## src/rtl/bus_transfer_controller.sv

```systemverilog
// bus_transfer_controller
// Sequences register-to-register moves over a shared 8-bit bus. Commands are
// checked at accept, legal ones are held in a 4-entry in-order queue. Each
// move runs DRIVE -> LATCH -> RELEASE, which guarantees a single driver on
// the bus and a dead cycle before the next driver is enabled.
module bus_transfer_controller #(
  parameter int NUM_REGS = 8,
  parameter int SEL_W    = 3
) (
  input  logic                clk,
  input  logic                reset,
  input  logic                req_valid,
  output logic                req_ready,
  input  logic [SEL_W-1:0]    req_src,
  input  logic [NUM_REGS-1:0] req_dst_mask,
  output logic [NUM_REGS-1:0] reg_enable,
  output logic [NUM_REGS-1:0] reg_latch,
  output logic                busy,
  output logic                done,
  output logic                err,
  output logic [2:0]          queue_count
);

  localparam logic [1:0] ST_IDLE    = 2'd0;
  localparam logic [1:0] ST_DRIVE   = 2'd1;
  localparam logic [1:0] ST_LATCH   = 2'd2;
  localparam logic [1:0] ST_RELEASE = 2'd3;

  localparam int DEPTH = 4;
  // Register count widened by one bit so an out-of-range select compares
  // correctly even when NUM_REGS == 2**SEL_W.
  localparam logic [SEL_W:0] NUM_REGS_W = (SEL_W+1)'(NUM_REGS);

  logic [1:0]          state_reg, state_next;
  logic [SEL_W-1:0]    src_reg, src_next;
  logic [NUM_REGS-1:0] dst_reg, dst_next;

  // Queue storage is only four entries deep, so plain flops with a
  // combinational head read keep the pop-to-DRIVE timing at one edge.
  logic [SEL_W-1:0]    fifo_src [DEPTH];
  logic [NUM_REGS-1:0] fifo_dst [DEPTH];
  logic [1:0]          wr_ptr_reg, rd_ptr_reg;
  logic [2:0]          count_reg;

  logic [NUM_REGS-1:0] req_src_oh;
  logic [NUM_REGS-1:0] src_next_oh;
  logic                req_illegal;
  logic                accept;
  logic                push;
  logic                pop;

  logic [NUM_REGS-1:0] reg_enable_reg;
  logic [NUM_REGS-1:0] reg_latch_reg;
  logic                done_reg;
  logic                err_reg;

  // One-hot decoders for the incoming source (legality) and the working
  // source (bus enable). An out-of-range select decodes to all zeros.
  generate
    for (genvar gi = 0; gi < NUM_REGS; gi++) begin : g_decode
      assign req_src_oh[gi]  = (req_src  == SEL_W'(gi));
      assign src_next_oh[gi] = (src_next == SEL_W'(gi));
    end
  endgenerate

  assign req_ready   = (count_reg < 3'd4);
  assign accept      = req_valid && req_ready;
  assign req_illegal = ({1'b0, req_src} >= NUM_REGS_W) ||
                       (req_dst_mask == '0) ||
                       ((req_dst_mask & req_src_oh) != '0);
  assign push        = accept && !req_illegal;
  assign pop         = ((state_reg == ST_IDLE) || (state_reg == ST_RELEASE)) &&
                       (count_reg != 3'd0);

  // Next-state and working-register selection; a pop loads the queue head.
  always_comb begin
    state_next = state_reg;
    src_next   = src_reg;
    dst_next   = dst_reg;
    case (state_reg)
      ST_IDLE, ST_RELEASE: begin
        if (pop) begin
          src_next   = fifo_src[rd_ptr_reg];
          dst_next   = fifo_dst[rd_ptr_reg];
          state_next = ST_DRIVE;
        end else begin
          state_next = ST_IDLE;
        end
      end
      ST_DRIVE: state_next = ST_LATCH;
      ST_LATCH: state_next = ST_RELEASE;
      default:  state_next = ST_IDLE;
    endcase
  end

  // FSM state and working registers.
  always_ff @(posedge clk) begin
    if (reset) begin
      state_reg <= ST_IDLE;
      src_reg   <= '0;
      dst_reg   <= '0;
    end else begin
      state_reg <= state_next;
      src_reg   <= src_next;
      dst_reg   <= dst_next;
    end
  end

  // Queue payload write; contents are don't-care until the pointers cover them.
  always_ff @(posedge clk) begin
    if (push) begin
      fifo_src[wr_ptr_reg] <= req_src;
      fifo_dst[wr_ptr_reg] <= req_dst_mask;
    end
  end

  // Queue pointers and occupancy; simultaneous push and pop leaves the count.
  always_ff @(posedge clk) begin
    if (reset) begin
      wr_ptr_reg <= '0;
      rd_ptr_reg <= '0;
      count_reg  <= '0;
    end else begin
      if (push) wr_ptr_reg <= wr_ptr_reg + 2'd1;
      if (pop)  rd_ptr_reg <= rd_ptr_reg + 2'd1;
      case ({push, pop})
        2'b10:   count_reg <= count_reg + 3'd1;
        2'b01:   count_reg <= count_reg - 3'd1;
        default: count_reg <= count_reg;
      endcase
    end
  end

  // Registered bus controls, decoded from the state being entered so the
  // strobes line up with the state they belong to.
  always_ff @(posedge clk) begin
    if (reset) begin
      reg_enable_reg <= '0;
      reg_latch_reg  <= '0;
      done_reg       <= 1'b0;
      err_reg        <= 1'b0;
    end else begin
      reg_enable_reg <= ((state_next == ST_DRIVE) || (state_next == ST_LATCH)) ?
                        src_next_oh : '0;
      reg_latch_reg  <= (state_next == ST_LATCH) ? dst_next : '0;
      done_reg       <= (state_next == ST_RELEASE);
      err_reg        <= accept && req_illegal;
    end
  end

  assign reg_enable  = reg_enable_reg;
  assign reg_latch   = reg_latch_reg;
  assign done        = done_reg;
  assign err         = err_reg;
  assign busy        = (state_reg != ST_IDLE) || (count_reg != 3'd0);
  assign queue_count = count_reg;

endmodule
```

## config.mk

```make
export PLATFORM = sky130hd
export DESIGN_NAME = bus_transfer_controller
export DESIGN_NICKNAME = d
export VERILOG_FILES = /design/src/rtl/bus_transfer_controller.sv
export SDC_FILE = /design/constraint.sdc
export NUM_CORES = 1
export LEC_CHECK = 0
export CAP_MARGIN = 30
export CORE_MARGIN = 3
export CORE_UTILIZATION = 25
export DETAILED_ROUTE_END_ITERATION = 8
export SYNTH_ARGS = -nofsm -noshare
export SYNTH_HDL_FRONTEND = slang
export SYNTH_SLANG_ARGS = --single-unit
```

## constraint.sdc

```tcl
create_clock -name clk -period 2.7 [get_ports clk]
set_input_delay 0.54 -clock clk [delete_from_list [all_inputs] [get_ports clk]]
set_output_delay 0.54 -clock clk [all_outputs]
set_load 0.005 [all_outputs]
```

# Yosys cells after proc, flatten, opt, wreduce, memory -nomap -nowiden
# Memories as Yosys holds them, arrays and structs flattened. A register that Yosys moved wholly into a read port is not among the register bits.
# Cells that the tools add are included.
[word_totals]
register_bits = 38
mem_count = 2
input_bits = 14
output_inout_bits = 23
mem_bits_rw = 44
wordCells = 75
[mem_list]
columns = ["memory", "depth", "word_bits", "read_ports", "rd_ports_with_merged_regs", "wr", "line_no", "rtl"]
rows = [
  ["fifo_dst", 4, 8, 1, 1, 1, "41", "logic [NUM_REGS-1:0] fifo_dst [DEPTH];"],
  ["fifo_src", 4, 3, 1, 1, 1, "40", "logic [SEL_W-1:0] fifo_src [DEPTH];"],
]
[op_classes]
n_eq_ne = 22
reduce_logical = 20
magnitude_cmp = 1
n_addsub = 4
n_bitwise = 3
muxes = 13
[ops]
columns = ["cell", "n"]
rows = [
  ["equality test 3 bit, second input constant", 8],
  ["2-to-1 mux 8 bit", 2],
  ["equality test 3 x 2 -> 1 bit, second input constant", 4],
  ["equality test 2 bit, second input constant", 5],
  ["bitwise AND 8 bit", 1],
  ["zero test 8 bit", 1],
  ["2-to-1 mux 2 bit", 4],
  ["nonzero test 8 bit", 1],
  ["equality test 2 x 1 -> 1 bit, second input constant", 3],
  ["equality test 3 x 1 -> 1 bit, second input constant", 2],
  ["zero test 3 bit", 2],
  ["2-to-1 mux 3 bit", 2],
  ["one-hot mux 2 bit (3 select lines)", 1],
  ["one-hot mux 3 bit (2 select lines)", 1],
  ["OR reduction 2 bit", 3],
  ["adder 2 x 1 -> 2 bit, second input constant", 2],
  ["logical AND 1 bit", 4],
  ["logical OR 1 bit", 4],
  ["nonzero test 2 bit", 2],
  ["adder 3 x 1 -> 3 bit, second input constant", 1],
  ["< comparator 3 bit, second input constant", 1],
  ["2-to-1 mux 1 bit", 3],
  ["nonzero test 3 bit", 1],
  ["subtractor 3 x 1 -> 3 bit, second input constant", 1],
  ["other kinds (3)", 4],
]

# Logic depth before layout (Yosys ltp)
# Gate-level depths: netlist of the first run.
[logic_depth]
depth_word = 9
ltp_mapped = 12
depth_no_buf = 10

# Worst setup path after synthesis of the first run
# OpenSTA, ideal clock, no wires.
[synth_path]
path_kind = "input -> register"
start = "input port req_src[1]"
end = "register count_reg[2] (netlist: queue_count[2])"
path_slack_ns = -0.116
required_ns = 2.629
path_stages = 12
t_arrival_ns = 2.746
setup_time_ns = 0.071
n_path_buf = 2
cell_sequence = "buf_4 > mux2i_1 > mux4_2 > and4_4 > buf_6 > inv_1 > ha_1 > inv_1 > fa_1 > xor2_1 > or3_1 > a21oi_1"
[synth_via]
elab_chain_len = 8
elab_cells_between_ends = 17
cone_classes = "eq/ne (9); mux (1); bitwise (1); reduce/logical (6)"
[synth_rtl]
columns = ["element", "line_no", "rtl"]
rows = [
  ["start: declaration", "14", "input logic [SEL_W-1:0] req_src,"],
  ["equality test 3 x 1 -> 1 bit, or another cell as far along", "61", "assign req_src_oh[gi] = (req_src == SEL_W'(gi));"],
  ["bitwise AND 8 bit *", "70", "((req_dst_mask & req_src_oh) != '0);"],
  ["nonzero test 8 bit *", "70", ""],
  ["logical OR 1 bit *", "69", "(req_dst_mask == '0) ||"],
  ["zero test 1 bit *", "71", "assign push = accept && !req_illegal;"],
  ["logical AND 1 bit *", "71", ""],
  ["equality test 2 x 1 -> 1 bit or equality test 2 bit (tied branches)", "126", "case ({push, pop})"],
  ["one-hot mux 3 bit (2 select lines) or nonzero test 2 bit (tied branches)", "-", ""],
  ["end signal: assignment", "127", "2'b10: count_reg <= count_reg + 3'd1;"],
  ["end signal: assignment", "128", "2'b01: count_reg <= count_reg - 3'd1;"],
  ["end signal: assignment", "129", "default: count_reg <= count_reg;"],
  ["end: declaration", "43", "logic [2:0] count_reg;"],
]
# Every way passes the cells marked *; elsewhere a longest branch is shown, timed or not.
# A chain may end at the register's enable or synchronous reset.

# Worst setup path after layout of the first run
[layout_path]
start = "input port req_src[2]"
end = "register count_reg[2] (netlist: queue_count[2])"
# The elaborated chain is that of the path after synthesis.

==> results of run 1 <==
==> per-stage QoR <==
stage	total power, W	cells	util
global placement	0.00289	435	0.316
floorplan	0.00246	223	-
CTS	0.00412	451	0.340
global route	0.00432	451	0.340
finish	0.00406	451	0.340
detailed placement	0.00292	435	0.316
==> report_power, final <==
part           switching [W]  total, W  internal [W]
sequential         0.0000884   0.00162       0.00154
combinational       0.000653   0.00125      0.000599
clock               0.000475   0.00119      0.000710
total                0.00122   0.00406       0.00285
==> routing by layer <==
layer | routed length [um] | global-route usage | vias to the layer above
li1 | - | - | 922
met1 | 2560 | 0.104 | 890
met2 | 2930 | 0.148 | 43
met3 | 325 | 0.0271 | 12
met4 | 155 | 0.0500 | 0
met5 | 0 | 0 | -
==> cells by family after synthesis <==
logic type      Yosys count  share of synthesized area
compound gates           25                     0.0428
xor+xnor                  4                     0.0110
fa+ha+maj                 9                     0.0377
buf+inv                  22                     0.0299
flops                    84                      0.666
mux                      22                      0.119
simple gates             57                     0.0935
==> worst min-delay path: cells and delay by family (launching register included) <==
kind	cells	cell delay, ps
compound gates	2	130
flops	1	290
==> cell type report <==
class / instances / area, um2
Tap cell: 168 / 210
Timing Repair Buffer: 55 / 487
Inverter: 11 / 43.8
Clock inverter: 7 / 65.1
Fill cell: 1232 / 8060
Sequential cell: 84 / 2120
Multi-Input combinational cell: 117 / 995
Clock buffer: 9 / 225
==> worst paths after layout <==
check / end / slack (ps) / cells past startpoint
worst max-delay path: queue_count[2]$_SDFFE_PP0P_ / 100 / 10
worst min-delay path: dst_reg[2]$_SDFF_PP0_ / 480 / 2
worst max register to register: queue_count[2]$_SDFFE_PP0P_ / 370 / 9
worst min register to register: dst_reg[2]$_SDFF_PP0_ / 480 / 2
==> cell usage in the layout (no fill, tap or decap), drive strengths merged, types with 2 or more instances in the layout <==
cell | netlist | routed
nand3 | 10 | 10
ha | 8 | 8
and2 | 12 | 12
dlygate4sd2 | 0 | 9
nor2b | 2 | 2
xor2 | 3 | 3
inv | 11 | 12
nor3 | 11 | 11
nor4 | 2 | 2
edfxtp | 44 | 44
mux2 | 3 | 3
a21oi | 11 | 11
nand2b | 2 | 2
buf | 4 | 20
mux2i | 7 | 7
dfxtp | 40 | 40
clkbuf | 7 | 9
o21ai | 10 | 10
clkdlybuf4s50 | 0 | 26
clkinvlp | 0 | 2
nand2 | 3 | 3
mux4 | 12 | 12
nor2 | 12 | 12
or3 | 2 | 2
clkinv | 0 | 3
==> what timing repair did <==
action / 4_1_cts / 5_1_grt
hold endpoints to repair: 0 / 0
setup endpoints to repair: 2 / 1
hold buffers: 0 / 0
gates resized for setup: 13 / 3
pin swaps: 2 / 0
==> results.md, run 1 <==
Yosys:
- After synthesis, the share of flip-flops with an asynchronous set or reset is 0.
- After synthesis, the cell types taking the most area are sky130_fd_sc_hd__edfxtp_1 41%, sky130_fd_sc_hd__dfxtp_1 25%, sky130_fd_sc_hd__mux4_2 8.5%.
- Counting flops and latches in the post-synthesis netlist gives 84.
- The share of the Yosys chip area taken by registers is 0.666.
- In the post-synthesis netlist, the cell with the most instances is sky130_fd_sc_hd__edfxtp_1.
- The number of different library cells in the post-synthesis netlist is 32.
- The mapped cell area is approximately 3200 um2.
- By count the netlist is led by 44 x sky130_fd_sc_hd__edfxtp_1, 40 x sky130_fd_sc_hd__dfxtp_1, 12 x sky130_fd_sc_hd__and2_1, 12 x sky130_fd_sc_hd__mux4_2, 12 x sky130_fd_sc_hd__nor2_1.
- The synthesized design spends more area on one cell type than any other, namely sky130_fd_sc_hd__edfxtp_1.
- The post-synth net total is 246.
- The average footprint of a synthesized cell is 14.3 um2.
- The predominant post-synthesis flop cell is sky130_fd_sc_hd__edfxtp_1.
- The number of warning messages in the yosys log is 0.
- Counting every instance in the synthesized netlist gives 223.
- The proportion of netlist area held by the largest area contributor is 0.415.
- Yosys mapped a number of flops with a built-in enable equal to 44.

STA:
- Dividing the final minimum period by the clock period gives 0.964.
- Counting I/O delays and the setup requirement, the final critical path takes 2600 ps.
- Setup slack on the critical path of the routed design comes to 96.7 ps.
- Setup violations remaining at the end of the flow were counted as 0.
- The worst clock skew on the final layout is approximately 7.8 ps.
- Timing would allow up to 384 MHz.
- Measured against its own limit, the worst slew margin works out to 0.604.
- The total count of hold-check failures in the final report came to 0.
- For the pin with the worst max-slew slack, the measured transition is 593 ps.
- The number of max-slew violations in the final report came to 0.
- The final hold slack is 477 ps.
- Setup repair after global routing left no endpoint under its margin.
- The setup TNS is 0 ps.

Clock tree:
- The count of clock tree sinks is 84.
- The tree is rooted in a sky130_fd_sc_hd__clkbuf_16.
- The number of buffers created by CTS is 9.
- CTS built an H-tree with a depth of 3.
- TritonCTS built the clock tree.
- The buffers inserted during post-CTS setup optimization is 0.
- The later-pin clock latency in the skew report is 330 ps.
- Clock-pin slew was measured on the worst setup and hold paths at 60 ps.
- The longest clock path from root to sink contains 2 buffers.

Drt:
- After detailed routing, the average wire length per cell comes to 13.2 um.
- The final antenna-violating net count is 0.
- The first-pass iteration count of the detailed router is 4.
- The final routed DRC violation total is 0.
- The number of vias per cell after detailed routing is 4.14.
- The total wire length is 5970 um.
- The DRC marker count from the first detailed-route iteration is 104.
- The total number of vias is 1,867.

Cells and area:
- The fraction of final layout cells with drive strength greater than 1 is 0.201.
- The register with the most flip-flops in the final layout is fifo_dst.
- The total non-filler cell area in the finished layout is 4150 um2.
- In the final design database the tool counted 301 nets.
- The largest registers in the layout are fifo_dst x32, fifo_src x12.
- The number of flip-flops under the largest register name is 32.
- The total inserted antenna cells is 0.
- Relative to the synthesized area, the layout overhead comes to 30.3%.

Placement:
- Summing all placed instances gives a cell area of 3860 um2.
- The pre-CTS worst setup slack is -643 ps.
- The wire-length estimate of the detail-placed layout is 4220 um.
- The count of input and output buffers is 36.
- The congestion estimate from routability-driven global placement came to ~0.7.

Global route:
- The number of global-route vias before repair is 1,849.
- The global-route usage over all layers is 0.0896.
- Entering global routing, the biggest net connects 28 pins.
- Summed over all layers, the global routing overflow is 0.
- The global-route wire length before repair is slightly below 10,000 um.
- The number of antenna violations at the first check in global routing is 0.

Flow run:
- The number of max-cap violations is 0.

Critical path:
- Traced cell by cell, the critical path runs through clkdlybuf4s50_1 -> mux4_2 -> and4_4 -> inv_4 -> ha_4 -> inv_2 -> fa_2 -> xor2_1 -> or3_1 -> a21oi_1.
- STA classifies the critical path endpoint as a flop.
- The largest delay contributor family on the critical path is buffers and inverters.
- The worst reg2reg path startpoint is state_reg[0]$_SDFF_PP0_.
- The slowest stage of the critical path belongs to the cell sky130_fd_sc_hd__clkdlybuf4s50_1.
- By startpoint and endpoint, the worst setup path is classified as input port to flop.
- The launching element type of the critical path is an input port.
- The highest net fanout along the worst path is 3.
- The data required time of the worst path is slightly below 3000 ps.
- On the worst path, the slowest cell contributes a delay of 540 ps.
- The arrival time at the worst endpoint is 2860 ps.
- The critical path contains buffers and inverters numbering 3 combined.
- The critical path starts at req_src[2].

Floorplan:
- In this run the vertical extent of the chip is 119 um.
- The top-level I/O count is 37.
- The initial core utilization is 0.261.
- After floorplanning, the core was divided into 40 placement rows.
- The floorplan step defined a die boundary enclosing 14,100 um2.
- Measured along the x axis, the die boundary spans 119 um.
- The region available for standard cell placement spans roughly 12,000 um2.

Worst hold path:
- In this run the worst hold path is classified as flop to flop.
- The hold path startpoint is dst_reg[2]$_SDFF_PP0_.

Power and ir drop:
- The maximum vdd ir drop is about 0.0004 V.
- In this run the power density over the cells is 979 nW/um2.
- The analysis attributes to cell leakage a power of around 1.4 nW.

Run status:
- The flow ran to the end, and the final reports show no timing, DRC or antenna violations.
Note: power is estimated with default switching activity, not from simulation.
==> inputs of run 2 (changes only) <==
--- a/config.mk
+++ b/config.mk
@@ -9,6 +9,7 @@
 export CORE_MARGIN = 3
 export CORE_UTILIZATION = 25
 export DETAILED_ROUTE_END_ITERATION = 8
+export PLACE_DENSITY = 0.47
 export SYNTH_ARGS = -nofsm -noshare
 export SYNTH_HDL_FRONTEND = slang
 export SYNTH_SLANG_ARGS = --single-unit
==> results.md, run 2 (synthesis gave the netlist of run 1 again) <==
STA:
- Dividing the final minimum period by the clock period gives 0.939.
- The slew at the pin closest to its max-slew limit is roughly 670 ps.
- Setup repair after global routing left no endpoint under its margin.
- The tightest slew margin relative to the limit is 0.553.
- The worst path needs between 2000 and 3000 ps of the cycle, external delays included.
- The post-route worst setup slack is 165 ps.
- The number of max-slew violations in the final report is 0.
- Setup violations remaining at the end of the flow were counted as 0.
- The total count of hold-check failures in the final report is 0.
- The final hold slack is 483 ps.
- The worst clock skew on the final layout is 7.14 ps.
- Based on the critical path, the design can be clocked at up to 394 MHz.

Global route:
- Entering global routing, the biggest net connects 19 pins.
- The first global-routing pass estimated 10,200 um of wire.
- The global-route usage over all layers is 0.0944.
- The number of global-route vias before repair is between 1,500 and 2,000.
- Summed over all layers, the global routing overflow is 0.
- The number of antenna violations at the first check in global routing is 0.

Drt:
- The total wire length is slightly above 6000 um.
- For this block, the via count after detailed routing is 1,911.
- Before antenna repair, the detailed router went through 4 iterations.
- After detailed routing, the number of vias per cell comes to 4.18.
- The DRC marker count from the first detailed-route iteration is 70.
- The detail route stage leaves a number of antenna-violating nets equal to 0.
- In the final routed layout, each cell accounts on average for 13.4 um.
- The final routed DRC violation total is 0.

Cells and area:
- The number of flip-flops under the largest register name is 32.
- The total inserted antenna cells is 0.
- The area growth from synthesis to layout is 34.5%.
- In the layout the commonest cells are 44 x sky130_fd_sc_hd__edfxtp_1, 40 x sky130_fd_sc_hd__dfxtp_1, 26 x sky130_fd_sc_hd__clkdlybuf4s50_1, 21 x sky130_fd_sc_hd__buf_4.
- In the final layout, the share of cells above drive strength 1 is 0.221.
- The number of nets in the layout is 307.
- Leaving out fill and tap cells, the most frequent cell in the layout is sky130_fd_sc_hd__edfxtp_1.
- Counting flops per register, the top entry is fifo_dst.
- In the final layout, the registers with the most flip-flops are fifo_dst x32, fifo_src x12.
- The finished cells cover 4280 um2.

Worst hold path:
- The worst min-delay path category is flop to flop.

Power and ir drop:
- The maximum vdd ir drop is 0.000298 V.
- For this design the total switching power over the nets is 0.00124 W.
- The portion of total power attributed to sequential cells is 0.390.
- The share of total power dissipated in combinational logic is 0.302.
- The clock network power share is 0.308.
- Dividing total power by cell area gives a power density of between 900 and 1000 nW/um2.
- The internal power consumption is 0.00296 W.
- The switching share of power is 0.294.
- The standby leakage power is 1.52 nW.

Run status:
- The run finished with clean final reports.

Critical path:
- The data required time of the worst path is 2970 ps.
- On the worst path, the slowest cell contributes a delay of 510 ps.
- STA classifies the critical path startpoint as an input port.
- The critical setup path kind is input port to flop.
- The number of buffer and inverter stages on the critical path is 3.
- The master of the slowest instance on the critical path is sky130_fd_sc_hd__mux4_2.
- In this design, the largest share of critical-path delay is due to multiplexers.
- The highest net fanout along the worst path is 3.
- Walking the worst path, the cells encountered are dlygate4sd2_1 -> mux2i_1 -> mux4_2 -> and4_4 -> inv_4 -> ha_4 -> inv_2 -> fa_2 -> xor2_1 -> or3_1 -> a21oi_1.
- At the worst endpoint, the arrival time is 2800 ps.
- STA classifies the critical path endpoint as a flop.

Clock tree:
- Clock tree synthesis found a total of 84 sinks.
- At the later pin of the worst-skew pair, clock insertion delay measures 330 ps.
- The clock tree synthesis step divided the H-tree into 3 levels.
- The count of hold buffers inserted by post-cts repair is 0.
- The clock slew seen by the registers of the worst setup and hold paths is 60 ps.
- The number of buffers created by CTS is 9.
- The cell at the root of the clock tree is sky130_fd_sc_hd__clkbuf_16.
- The clock tree from TritonCTS is yes.
- In this run the deepest clock path goes through 2 buffers.

Placement:
- The congestion estimate from routability-driven global placement came to 0.699.
- Prior to clock tree synthesis, the placed netlist has a worst setup slack of -648 ps.
- The sum of net half-perimeters after detailed placement is ~4400 um.
- The count of input and output buffers is 36.
- The standard cell area after detailed placement is 3950 um2.

Floorplan:
- 37 I/O pins were placed.
- The die is ~120 um wide.
- The core region is 12,200 um2.
- The floorplan has 40 rows.
- The initial core utilization is 0.261.
- The height of the chip is 119 um.
- The die covers approximately 14,000 um2.

Flow run:
- The number of max-cap violations is 0.
[run 2: changes by cell type in the layout (fill, tap and decap cells not counted), sizes merged]
cell          previous run  this run
inv                     12        13
dlymetal6s2s             0         1
clkinvlp                 2         0
dlygate4sd2              9         8
clkbuf                   9        10
bufinv                   1         2
buf                     20        25
[run 2: area by class of cell]
class                      instances  area [um2]
clock buffer                       9         225
clock inverter                     7        91.3
fill                            1239        7930
inverter                          11        43.8
multi-input combinational        117        1010
sequential                        84        2120
tap                              168         210
timing repair buffer              61         586
[run 2: power by group through the flow]
stage | combinational [W] | sequential [W] | clock [W]
6_report | 0.00127 | 0.00164 | 0.00129
5_1_grt | 0.00143 | 0.00166 | 0.00138
4_1_cts | 0.00130 | 0.00164 | 0.00133
3_5_place_dp | 0.00129 | 0.00167 | 0
3_3_place_gp | 0.00128 | 0.00166 | 0
2_1_floorplan | 0.000833 | 0.00163 | 0
[run 2: repair_timing]
item                                    CTS  global route
pin swaps                                 4             3
endpoints found under the setup margin    2             1
resized for setup                        10             6
setup buffers                             1             0
[run 2: final timing paths]
kind | start | endpoint | slack, ps | cells after the start
worst max register to register | state_reg[0]$_SDFF_PP0_ | queue_count[2]$_SDFFE_PP0P_ | 460 | 9
worst min-delay path | dst_reg[2]$_SDFF_PP0_ | dst_reg[2]$_SDFF_PP0_ | 480 | 2
worst min register to register | dst_reg[2]$_SDFF_PP0_ | dst_reg[2]$_SDFF_PP0_ | 480 | 2
worst max-delay path | req_dst_mask[0] | queue_count[2]$_SDFFE_PP0P_ | 160 | 11
[run 2: per-stage QoR]
step	setup TNS, ps	cells	power (W)	util
3_5_place_dp	-6010	440	0.00296	0.323
4_1_cts	0	457	0.00427	0.349
6_report	0	457	0.00420	0.351
3_3_place_gp	-4470	440	0.00294	0.323
2_1_floorplan	-39.9	223	0.00246	-
5_1_grt	0	457	0.00447	0.351
[run 2: layer usage]
| layer | global-route usage | part of all wire |
|---|---|---|
| met1 | 0.125 | 0.48 |
| met3 | 0.0252 | 0.040 |
| met4 | 0.0478 | 0.020 |
| met2 | 0.143 | 0.46 |
| met5 | 0 | 0 |
[run 2: worst register-to-register path, cell delays in order, from the launching register on]
cell and delay, ps:
sky130_fd_sc_hd__dfxtp_1 330, sky130_fd_sc_hd__inv_1 60, sky130_fd_sc_hd__ha_1 330, sky130_fd_sc_hd__nor2_1 260, sky130_fd_sc_hd__ha_4 190, sky130_fd_sc_hd__inv_2 40, sky130_fd_sc_hd__fa_2 350, sky130_fd_sc_hd__xor2_1 150
sky130_fd_sc_hd__or3_1 350, sky130_fd_sc_hd__a21oi_1 120
